==> config.mk <==
export PLATFORM = sky130hd
export DESIGN_NAME = dl_meas_sequencer
export DESIGN_NICKNAME = d
export VERILOG_FILES = /design/src/rtl/dl_meas_sequencer.sv
export SDC_FILE = /design/constraint.sdc
export NUM_CORES = 1
export LEC_CHECK = 0
export CAP_MARGIN = 20
export CORE_ASPECT_RATIO = 0.5
export CORE_MARGIN = 2
export CORE_UTILIZATION = 40
export DETAILED_ROUTE_END_ITERATION = 10
export PLACE_DENSITY = 0.66
export SLEW_MARGIN = 5
export SYNTH_ARGS = -nofsm -noshare
export SYNTH_HDL_FRONTEND = slang
export SYNTH_SLANG_ARGS = --single-unit
==> constraint.sdc <==
create_clock -name clk10m -period 2 [get_ports clk10m]
set_clock_uncertainty 0.05 [all_clocks]
set_input_delay 0.4 -clock clk10m [delete_from_list [all_inputs] [get_ports clk10m]]
set_output_delay 0.4 -clock clk10m [all_outputs]
set_load 0.1 [all_outputs]
==> src/rtl/dl_meas_sequencer.sv <==
// Measurement sequencer: one TDC launch pulse per trigger, stop-edge timing in
// clk10m cycles with timeout, then a 6-byte result frame over the uart_tx handshake.
module dl_meas_sequencer #(
  parameter int          PULSE_W   = 4,
  parameter logic [15:0] TIMEOUT   = 16'hFFFF,
  parameter logic [7:0]  SYNC_BYTE = 8'hAA
) (
  input  logic        clk10m,
  input  logic        rst_n,
  input  logic        trig,
  input  logic        tdc_stop,
  output logic        tdc_pulse,
  output logic        tx_dv,
  output logic [7:0]  tx_byte,
  input  logic        tx_active,
  input  logic        tx_done,
  output logic        busy,
  output logic [15:0] meas_count,
  output logic        meas_valid
);

  localparam logic [7:0] PW = 8'(PULSE_W);

  typedef enum logic [1:0] {S_IDLE, S_MEAS, S_LOAD, S_WAIT_DONE} state_t;

  state_t      r_state, w_next;
  logic        r_s1, r_s2, r_s3;
  logic [15:0] r_cnt;
  logic [7:0]  r_pulse_left;
  logic        r_first, r_captured, r_timeout, r_overrun;
  logic [7:0]  r_seq, r_csum;
  logic [2:0]  r_idx;
  logic        r_tdc_pulse, r_tx_dv, r_busy, r_meas_valid;
  logic [7:0]  r_tx_byte;
  logic [15:0] r_meas_count;

  logic        w_accept, w_drop, w_stop_edge, w_cap_stop, w_cap_to, w_load;
  logic [2:0]  w_load_idx;
  logic [7:0]  w_byte;

  assign w_accept    = (r_state == S_IDLE) && trig && !tx_active;
  assign w_drop      = trig && !w_accept;
  assign w_stop_edge = r_s2 & ~r_s3;
  assign w_cap_stop  = (r_state == S_MEAS) && !r_captured && w_stop_edge;
  assign w_cap_to    = (r_state == S_MEAS) && !r_captured && !w_stop_edge && (r_cnt == TIMEOUT);
  assign w_load      = (w_next == S_LOAD);
  assign w_load_idx  = (r_state == S_MEAS) ? 3'd0 : r_idx + 3'd1;

  always_comb begin
    w_next = r_state;
    case (r_state)
      S_IDLE:      if (w_accept) w_next = S_MEAS;
      S_MEAS:      if (r_captured && (r_pulse_left == 8'd0)) w_next = S_LOAD;
      S_LOAD:      w_next = S_WAIT_DONE;
      S_WAIT_DONE: if (tx_done) w_next = (r_idx == 3'd5) ? S_IDLE : S_LOAD;
      default:     w_next = S_IDLE;
    endcase
  end

  always_comb begin
    w_byte = 8'h00;
    case (w_load_idx)
      3'd0:    w_byte = SYNC_BYTE;
      3'd1:    w_byte = r_seq;
      3'd2:    w_byte = r_meas_count[15:8];
      3'd3:    w_byte = r_meas_count[7:0];
      3'd4:    w_byte = {6'b0, r_overrun, r_timeout};
      3'd5:    w_byte = r_csum;
      default: w_byte = 8'h00;
    endcase
  end

  always_ff @(posedge clk10m) begin
    if (!rst_n) begin
      r_state      <= S_IDLE;
      r_s1         <= 1'b0;
      r_s2         <= 1'b0;
      r_s3         <= 1'b0;
      r_cnt        <= 16'h0000;
      r_pulse_left <= 8'd0;
      r_first      <= 1'b0;
      r_captured   <= 1'b0;
      r_timeout    <= 1'b0;
      r_overrun    <= 1'b0;
      r_seq        <= 8'h00;
      r_csum       <= 8'h00;
      r_idx        <= 3'd0;
      r_tdc_pulse  <= 1'b0;
      r_tx_dv      <= 1'b0;
      r_tx_byte    <= 8'h00;
      r_busy       <= 1'b0;
      r_meas_count <= 16'h0000;
      r_meas_valid <= 1'b0;
    end else begin
      r_state      <= w_next;
      r_s1         <= tdc_stop;
      r_s2         <= r_s1;
      r_s3         <= r_s2;
      r_busy       <= (w_next != S_IDLE);
      r_tdc_pulse  <= 1'b0;
      r_tx_dv      <= 1'b0;
      r_meas_valid <= 1'b0;

      if (w_accept) begin
        r_cnt        <= 16'h0000;
        r_pulse_left <= PW;
        r_first      <= 1'b1;
        r_captured   <= 1'b0;
      end

      // Counting starts at the launch edge, so the first MEAS cycle holds cnt at 0.
      if (r_state == S_MEAS) begin
        if (r_first) r_first <= 1'b0;
        else         r_cnt   <= r_cnt + 16'd1;
        if (r_pulse_left != 8'd0) begin
          r_tdc_pulse  <= 1'b1;
          r_pulse_left <= r_pulse_left - 8'd1;
        end
        if (w_cap_stop || w_cap_to) begin
          r_captured   <= 1'b1;
          r_meas_valid <= 1'b1;
          r_meas_count <= w_cap_stop ? r_cnt : TIMEOUT;
          r_timeout    <= !w_cap_stop;
        end
      end

      if (w_load) begin
        r_tx_dv   <= 1'b1;
        r_tx_byte <= w_byte;
        r_idx     <= w_load_idx;
        if (w_load_idx == 3'd1)                           r_csum <= w_byte;
        else if (w_load_idx >= 3'd2 && w_load_idx <= 3'd4) r_csum <= r_csum ^ w_byte;
      end

      if ((r_state == S_WAIT_DONE) && tx_done && (r_idx == 3'd5))
        r_seq <= r_seq + 8'd1;

      // A dropped trigger in the byte-4 load cycle still leaves overrun set.
      if (w_drop)                        r_overrun <= 1'b1;
      else if (w_load && w_load_idx == 3'd4) r_overrun <= 1'b0;
    end
  end

  assign tdc_pulse  = r_tdc_pulse;
  assign tx_dv      = r_tx_dv;
  assign tx_byte    = r_tx_byte;
  assign busy       = r_busy;
  assign meas_count = r_meas_count;
  assign meas_valid = r_meas_valid;

endmodule

==> summary.md, run 1 <==
| Metric | Value |
|---|---|
| Input/output buffers | `33` |
| Fin nets | `532` |
| Pre-Repair DR Iteration Count | `5` |
| Mux contribution to synthesized area | `6.537%` |
| Die height | `73.35 µm` |
| Synth Area in Compound Gates | `18.63%` |
| Post-Synth Adder-Cell Area | `1.951%` |
| Row cnt | `25` |
| Worst VDD drop | `429.3 µV` |
| Final Max Tran Viols | `0` |
| Vias in the first global route | `3057` |
| Relative slew margins | `66.30%` |
| IO Count | `34` |
| Clock transition at path regs | `0.06 ns` |
| Final setup viols | `0` |
| Via count | `3436` |
| Power Total | `3.917 mW` |
| DP HPWL | `6407 µm` |
| Post-synthesis xor/xnor area fraction | `4.553%` |
| Crit path DAT | `2.09 ns` |
| CTS H-tree lvls | `3` |
| Least-Margin Pin Slew | `0.5033 ns` |
| Hold-fix buffers, CTS | `0` |
| Max Buffers Root-to-Sink | `2` |
| Cells on worst reg2reg path | `7` |
| Setup TNS | `0 ns` |
| Largest family of logic cells by synthesized area | `simple AND/OR/NAND/NOR gates` |
| Post-layout minimum cycle time | `1.906 ns` |
| Simple-Gate Fraction of Synth Area | `22.67%` |
| Mapped Cells | `449` |
| Synth area leader | `dfxtp_1` |
| GR Util All Layers | `18.09%` |
| Total congestion overflow | `0` |
| Area growth syn-to-layout | `31.35%` |
| Share of cells above drive strength 1 | `26.10%` |
| Largest net degree at the start of global routing | `41` |
| Syn Area/Cell | `8.569 µm²` |
| Die area | `10470 µm²` |
| Pwr/cell area | `775.1 nW/µm²` |
| Hold Crit Class | `flop to flop` |
| Maximum fanout along the worst path | `19` |
| Asr flop ratio synth | `0%` |
| Status | `finished clean` |
| Gpl congestion | `0.8364` |
| Synth Register Bits | `80` |
| Antenna cell count | `0` |
| Ys flop type | `dfxtp_1` |
| Startpoint Class | `flop` |
| Area share of the largest cell type after synthesis | `41.63%` |
| Fin util | `53.85%` |
| Starting density of the core | `41.00%` |
| Synth warn | `0` |
| Crit path kind | `flop to flop` |
| Initial antenna violation count | `0` |
| Synth area leaders | `dfxtp_1 (42%), nor2_1 (6.5%), a21oi_1 (6.1%)` |
| Final Hold Viols | `0` |
| First-pass GRT wire length | `14900 µm` |
| CTS Buf Count | `9` |
| Chip width | `142.7 µm` |
| Number of synthesized flops with an enable pin | `0` |
| Seq/Total Area, Yosys | `41.63%` |
| DRC errors left | `0` |
| Filler cells | `857` |
| Critical Path RT | `2.18 ns` |
| Syn nets | `461` |
| Iter 0 DRT Violations | `207` |
| Final period util | `95.28%` |
| WHS | `0.3863 ns` |
| Clock Latency Late Sink | `0.34 ns` |
| FMAX | `524.8 MHz` |
| Vias/cell | `5.319` |
| Synthesized area | `3847 µm²` |
| ANT nets after route | `0` |
| CTS tree | `done` |
| Core ar. | `9384 µm²` |
| Cell variety after synth | `48` |
| Synth top cells by count | `dfxtp_1 (80), nor2_1 (67), a21oi_1 (47), o21ai_0 (34), nand2_1 (33)` |
| DR WL/cell | `14.33 µm` |
| Final wirelength | `9255 µm` |
| P_leak | `1.929 nW` |
| Worst Hold Depth | `1` |
| Max-cap viol count | `0` |
| Count leader, synth | `dfxtp_1` |
| R2r setup slk | `0.09 ns` |
| CP endpoint kind | `flop` |
| Clock tree sinks | `80` |
| Root buffer cell | `clkbuf_16` |
[final timing paths]
kind	from	end
worst min register to register	r_s1	r_s2
worst max-delay path	r_idx[0]	r_csum[1]
worst max register to register	r_idx[0]	r_csum[1]
worst min-delay path	r_s1	r_s2
[worst max-delay path: stages (launching register included)]
cell,delay (ns)
dfxtp_2,0.35
buf_4,0.14
buf_6,0.22
mux2i_2,0.30
nor3_2,0.10
a2111oi_4,0.34
nor2_1,0.09
a32o_1,0.21
[cells in the final DEF, fill, tap and decap left out, types with 5 or more instances in the layout]
cell / count
dfxtp_1: 78
a21oi_2: 6
clkdlybuf4s50_1: 5
nand2_1: 33
o211ai_1: 5
nand3_1: 11
mux2_2: 5
nand4_1: 9
buf_6: 5
inv_1: 9
and2_1: 6
nor4_2: 5
o21ai_0: 32
a211oi_1: 8
mux2i_1: 17
a21oi_1: 41
nor2_1: 67
clkbuf_16: 9
xor2_1: 13
a31oi_1: 5
nand2b_1: 5
buf_4: 69
[flip-flops by register name, indices dropped and copies added, names as in the netlist, 2 cells and up]
register / flops
tx_byte: 8
r_csum: 8
r_state: 2
meas_count: 16
r_idx: 3
r_pulse_left: 8
r_cnt: 16
r_seq: 8
[per-layer routing]
layer	GRT usage, %	vias up	wire [µm]
met3	4.563	7	351
li1	-	1746	-
met1	25.01	1612	4642
met2	28.69	71	4189
met5	0	-	0
met4	4.290	0	72
[power breakdown]
part / internal, mW / switching [mW] / leakage [nW]
clock: 1.04 / 0.672 / 0.149
sequential: 1.64 / 0.0439 / 0.648
combinational: 0.206 / 0.316 / 1.13
total: 2.89 / 1.03 / 1.93
[area by class of cell]
class,count,area [µm²],area share [%]
clock buffers,11,252.7,5.001
clock inverters,5,62.56,1.238
inverters,10,37.54,0.7428
multi-input cells,335,2226,44.05
flip-flops and latches,80,1604,31.74
well taps,121,151.4,2.996
repair buffers,84,719.4,14.24
[through the flow]
step	setup slack (ns)	area, µm²	std cells
2_1_floorplan	0.01874	3847	449
3_3_place_gp	-0.05296	4532	626
3_5_place_dp	-0.09523	4532	626
4_1_cts	0.01904	4855	642
5_1_grt	-0.02596	5054	646
6_report	0.09436	5054	646
[kinds of logic (layout without fill, tap and decap cells)]
family | Yosys count | after routing
simple gates | 167 | 167
buf+inv | 34 | 110
mux | 24 | 24
compound gates | 118 | 118
flops | 80 | 80
xor+xnor | 20 | 20
fa+ha+maj | 6 | 6
[repair_timing]
action | in CTS | in global routing
buffers inserted | 0 | 5
resized for setup | 1 | 36
pin swaps | 0 | 9
setup endpoints to repair | 2 | 35
Power figures use the tool's default switching activity.
==> inputs of run 2 (changes only) <==
--- a/config.mk
+++ b/config.mk
@@ -5,7 +5,6 @@
 export SDC_FILE = /design/constraint.sdc
 export NUM_CORES = 1
 export LEC_CHECK = 0
-export CAP_MARGIN = 20
 export CORE_ASPECT_RATIO = 0.5
 export CORE_MARGIN = 2
 export CORE_UTILIZATION = 40
==> results of run 2 <==
Final layout, timing and power as in run 1 (identical DEF).
==> inputs of run 3 (changes only) <==
--- a/config.mk
+++ b/config.mk
@@ -7,9 +7,9 @@
 export LEC_CHECK = 0
 export CORE_ASPECT_RATIO = 0.5
 export CORE_MARGIN = 2
-export CORE_UTILIZATION = 40
+export CORE_UTILIZATION = 25
 export DETAILED_ROUTE_END_ITERATION = 10
-export PLACE_DENSITY = 0.66
+export PLACE_DENSITY = 0.47
 export SLEW_MARGIN = 5
 export SYNTH_ARGS = -nofsm -noshare
 export SYNTH_HDL_FRONTEND = slang
==> run 3 against run 2 <==
Compared with the run above: sequential share of layout area down 1.7 points; critical path depth up 2; worst hold slack about the same; wire length up 13%; maximum frequency down 0.81%; global-route usage down 5.2 points; sequential power about the same; flip-flop and latch count unchanged.
==> summary.md, run 3 (synthesis results as in run 1) <==
| Metric | Value |
|---|---|
| Status | `finished clean` |
| Clock tree sinks | `80 (unchanged)` |
| Pwr/cell area | `748.5 nW/µm² (-3.4%)` |
| Crit path DAT | `2.13 ns (+0.04 ns)` |
| Cells on worst reg2reg path | `9 (+2)` |
| Switching Fraction | `27.66% (+1.3 points)` |
| Filler cells | `1519 (+77%)` |
| ANT nets after route | `0 (unchanged)` |
| Vias in the first global route | `3230 (+5.7%)` |
| Initial antenna violation count | `0 (unchanged)` |
| Place WS | `-0.1384 ns (-0.04321 ns)` |
| R2r setup slk | `0.08 ns (-0.02 ns)` |
| Worst VDD drop | `392.8 µV (-8.5%)` |
| Hold Crit Class | `flop to flop` |
| CTS Buf Count | `9 (unchanged)` |
| Chip width | `179.4 µm (+26%)` |
| Area of the multi-input gates | `2250 µm² (+1.1%)` |
| Final wirelength | `10470 µm (+13%)` |
| CTS H-tree lvls | `3 (unchanged)` |
| Post-placement cell count | `716 (+14%)` |
| Area growth syn-to-layout | `38.67%` |
| FMAX | `520.5 MHz (-0.81%)` |
| Final setup viols | `0 (unchanged)` |
| Vias/cell | `4.657 (-12%)` |
| Clock Latency Late Sink | `0.35 ns (about the same)` |
| Most frequent cells in the layout | `buf_4 (79), dfxtp_1 (77), nor2_1 (67), a21oi_1 (42)` |
| Maximum fanout along the worst path | `8 (-11)` |
| Max Buffers Root-to-Sink | `2 (unchanged)` |
| Final worst setup slack | `0.07886 ns (-0.01551 ns)` |
| Net Switching | `1.105 mW (+7.1%)` |
| Final Hold Viols | `0 (unchanged)` |
| Startpoint Class | `flop` |
| Worst Hold Depth | `1 (unchanged)` |
| Antenna cell count | `0 (unchanged)` |
| Pre-Repair DR Iteration Count | `4 (-1)` |
| Register area | `1605 µm² (about the same)` |
| DR WL/cell | `14.19 µm (-0.95%)` |
| DRC errors left | `0 (unchanged)` |
| Die area | `16460 µm² (+57%)` |
| P_leak | `2.022 nW (+4.8%)` |
| Hold path start | `r_s1` |
| Hold Path End | `r_s2` |
| Via count | `3437 (+0.029%)` |
| Clk network pwr share | `44.1% (+0.3 points)` |
| Clock transition at path regs | `0.07 ns (about the same)` |
| Hold-fix buffers, CTS | `0 (unchanged)` |
| Reg-to-Reg Start | `r_idx[1]` |
| Critical-path cell list | `ha_4 > buf_6 > xor2_4 > buf_6 > buf_12 > nor4b_4 > buf_6 > mux2i_1 > o32ai_1` |
| Starting density of the core | `26.10% (-15 points)` |
| Row cnt | `31 (+24%)` |
| RSZ-0062 raised after global routing | `true` |
| CP endpoint kind | `flop` |
| Least-Margin Pin Slew | `0.5535 ns (+0.05016 ns)` |
| Post-layout minimum cycle time | `1.921 ns (+0.01551 ns)` |
| Crit path kind | `flop to flop` |
| Fin nets | `547 (+2.8%)` |
| Core ar. | `14740 µm² (+57%)` |
| Root buffer cell | `clkbuf_16` |
| CTS tree | `done` |
| Max-cap viol count | `0 (unchanged)` |
| First-pass GRT wire length | `16980 µm (+14%)` |
| GR Util All Layers | `12.90% (-5.2 points)` |
| Relative slew margins | `62.94% (-3.4 points)` |
| Crit path from | `r_idx[1]` |
| Critical Path RT | `2.20 ns (+0.02 ns)` |
| Slowest stage delay, CP | `0.34 ns (about the same)` |
| Combinational power share | `13.9% (+0.6 points)` |
| Share of cells above drive strength 1 | `27.78% (+1.7 points)` |
| Input/output buffers | `33 (unchanged)` |
| Cell mode on critical path | `buf_6` |
| Largest net degree at the start of global routing | `25 (-39%)` |
| Cell Count, Final, Fillers Out | `738 (+14%)` |
| Die height | `91.72 µm (+25%)` |
| Iter 0 DRT Violations | `236 (+14%)` |
| IO Count | `34 (unchanged)` |
| Final Max Tran Viols | `0 (unchanged)` |
| R2R Path End | `r_csum[3]` |
| Cell Int Power | `2.889 mW (+0.11%)` |
| Seq pwr share | `42.1% (-0.8 points)` |
| Final period util | `96.06% (+0.78 points)` |
| Total congestion overflow | `0 (unchanged)` |
| Gpl congestion | `0.8074 (-3.5%)` |
| Most common cell after layout, fill and taps aside | `buf_4` |
| DP HPWL | `7486 µm (+17%)` |
| Slowest stage cell, crit path | `dfxtp_2` |
-- run 3: cell types whose count changed in the layout (fill, tap and decap cells not counted), sizes merged --
| cell | delta |
|---|---|
| buf | +14 |
| clkinv | +1 |
| inv | +1 |
| clkinvlp | -1 |
-- run 3: routing by layer --
metal	global-route usage, %	vias to the layer above	share of wire (%)
met5	0	-	0
met4	3.320	0	1.1
met3	3.415	10	2.7
met2	20.50	28	45
met1	17.36	1628	52
li1	-	1771	-
-- run 3: worst max-delay path: cells and delay by family (launching register included) --
kind / cells / cell delay (ns)
AO/OA/AOI/OAI: 1 / 0.26
buffers and inverters: 4 / 0.56
multiplexers: 1 / 0.08
XOR/XNOR: 1 / 0.15
adder cells (fa/ha/maj): 1 / 0.18
AND/OR/NAND/NOR: 1 / 0.21
flip-flops: 1 / 0.34
-- run 3: layout make-up --
cell class,count,share of cell area [%]
timing repair buffer,99,16.51
tap,198,4.644
multi-input combinational,335,42.17
sequential,80,30.09
clock inverter,6,1.407
inverter,10,0.7036
clock buffer,10,4.479
-- run 3: per-stage QoR --
step	setup TNS (ns)	hold WS (ns)	utilization, %	power [mW]	cell area (µm²)
2_1_floorplan	0	0.3619	-	2.033	3847
3_3_place_gp	-0.8943	0.3693	32.32	2.241	4763
3_5_place_dp	-1.152	0.3722	32.32	2.247	4763
4_1_cts	0	0.3921	34.50	4.004	5085
5_1_grt	-0.09409	0.4256	36.20	4.172	5335
6_report	0	0.3858	36.20	3.993	5335
-- run 3: worst max path at each step --
stage	endpoint	cells after the start
floorplan	r_csum[1]	6
global placement	r_csum[1]	7
detailed placement	r_csum[1]	7
CTS	r_csum[1]	8
global route	r_csum[3]	9
finish	r_csum[3]	9
-- run 3: power by group through the flow --
stage          clock network (mW)  registers [mW]  logic [mW]
6_report                     1.76            1.68       0.554
4_1_cts                      1.79            1.68       0.533
2_1_floorplan                   0            1.78       0.253
3_5_place_dp                    0            1.72       0.531
3_3_place_gp                    0            1.71       0.527
5_1_grt                      1.87            1.69       0.611
-- run 3: timing repair --
item                       in CTS  in global routing
setup endpoints to repair       5                 19
cloned                          0                  2
pin swaps                       0                  6
resized for setup               1                 38
setup buffers                   0                  4
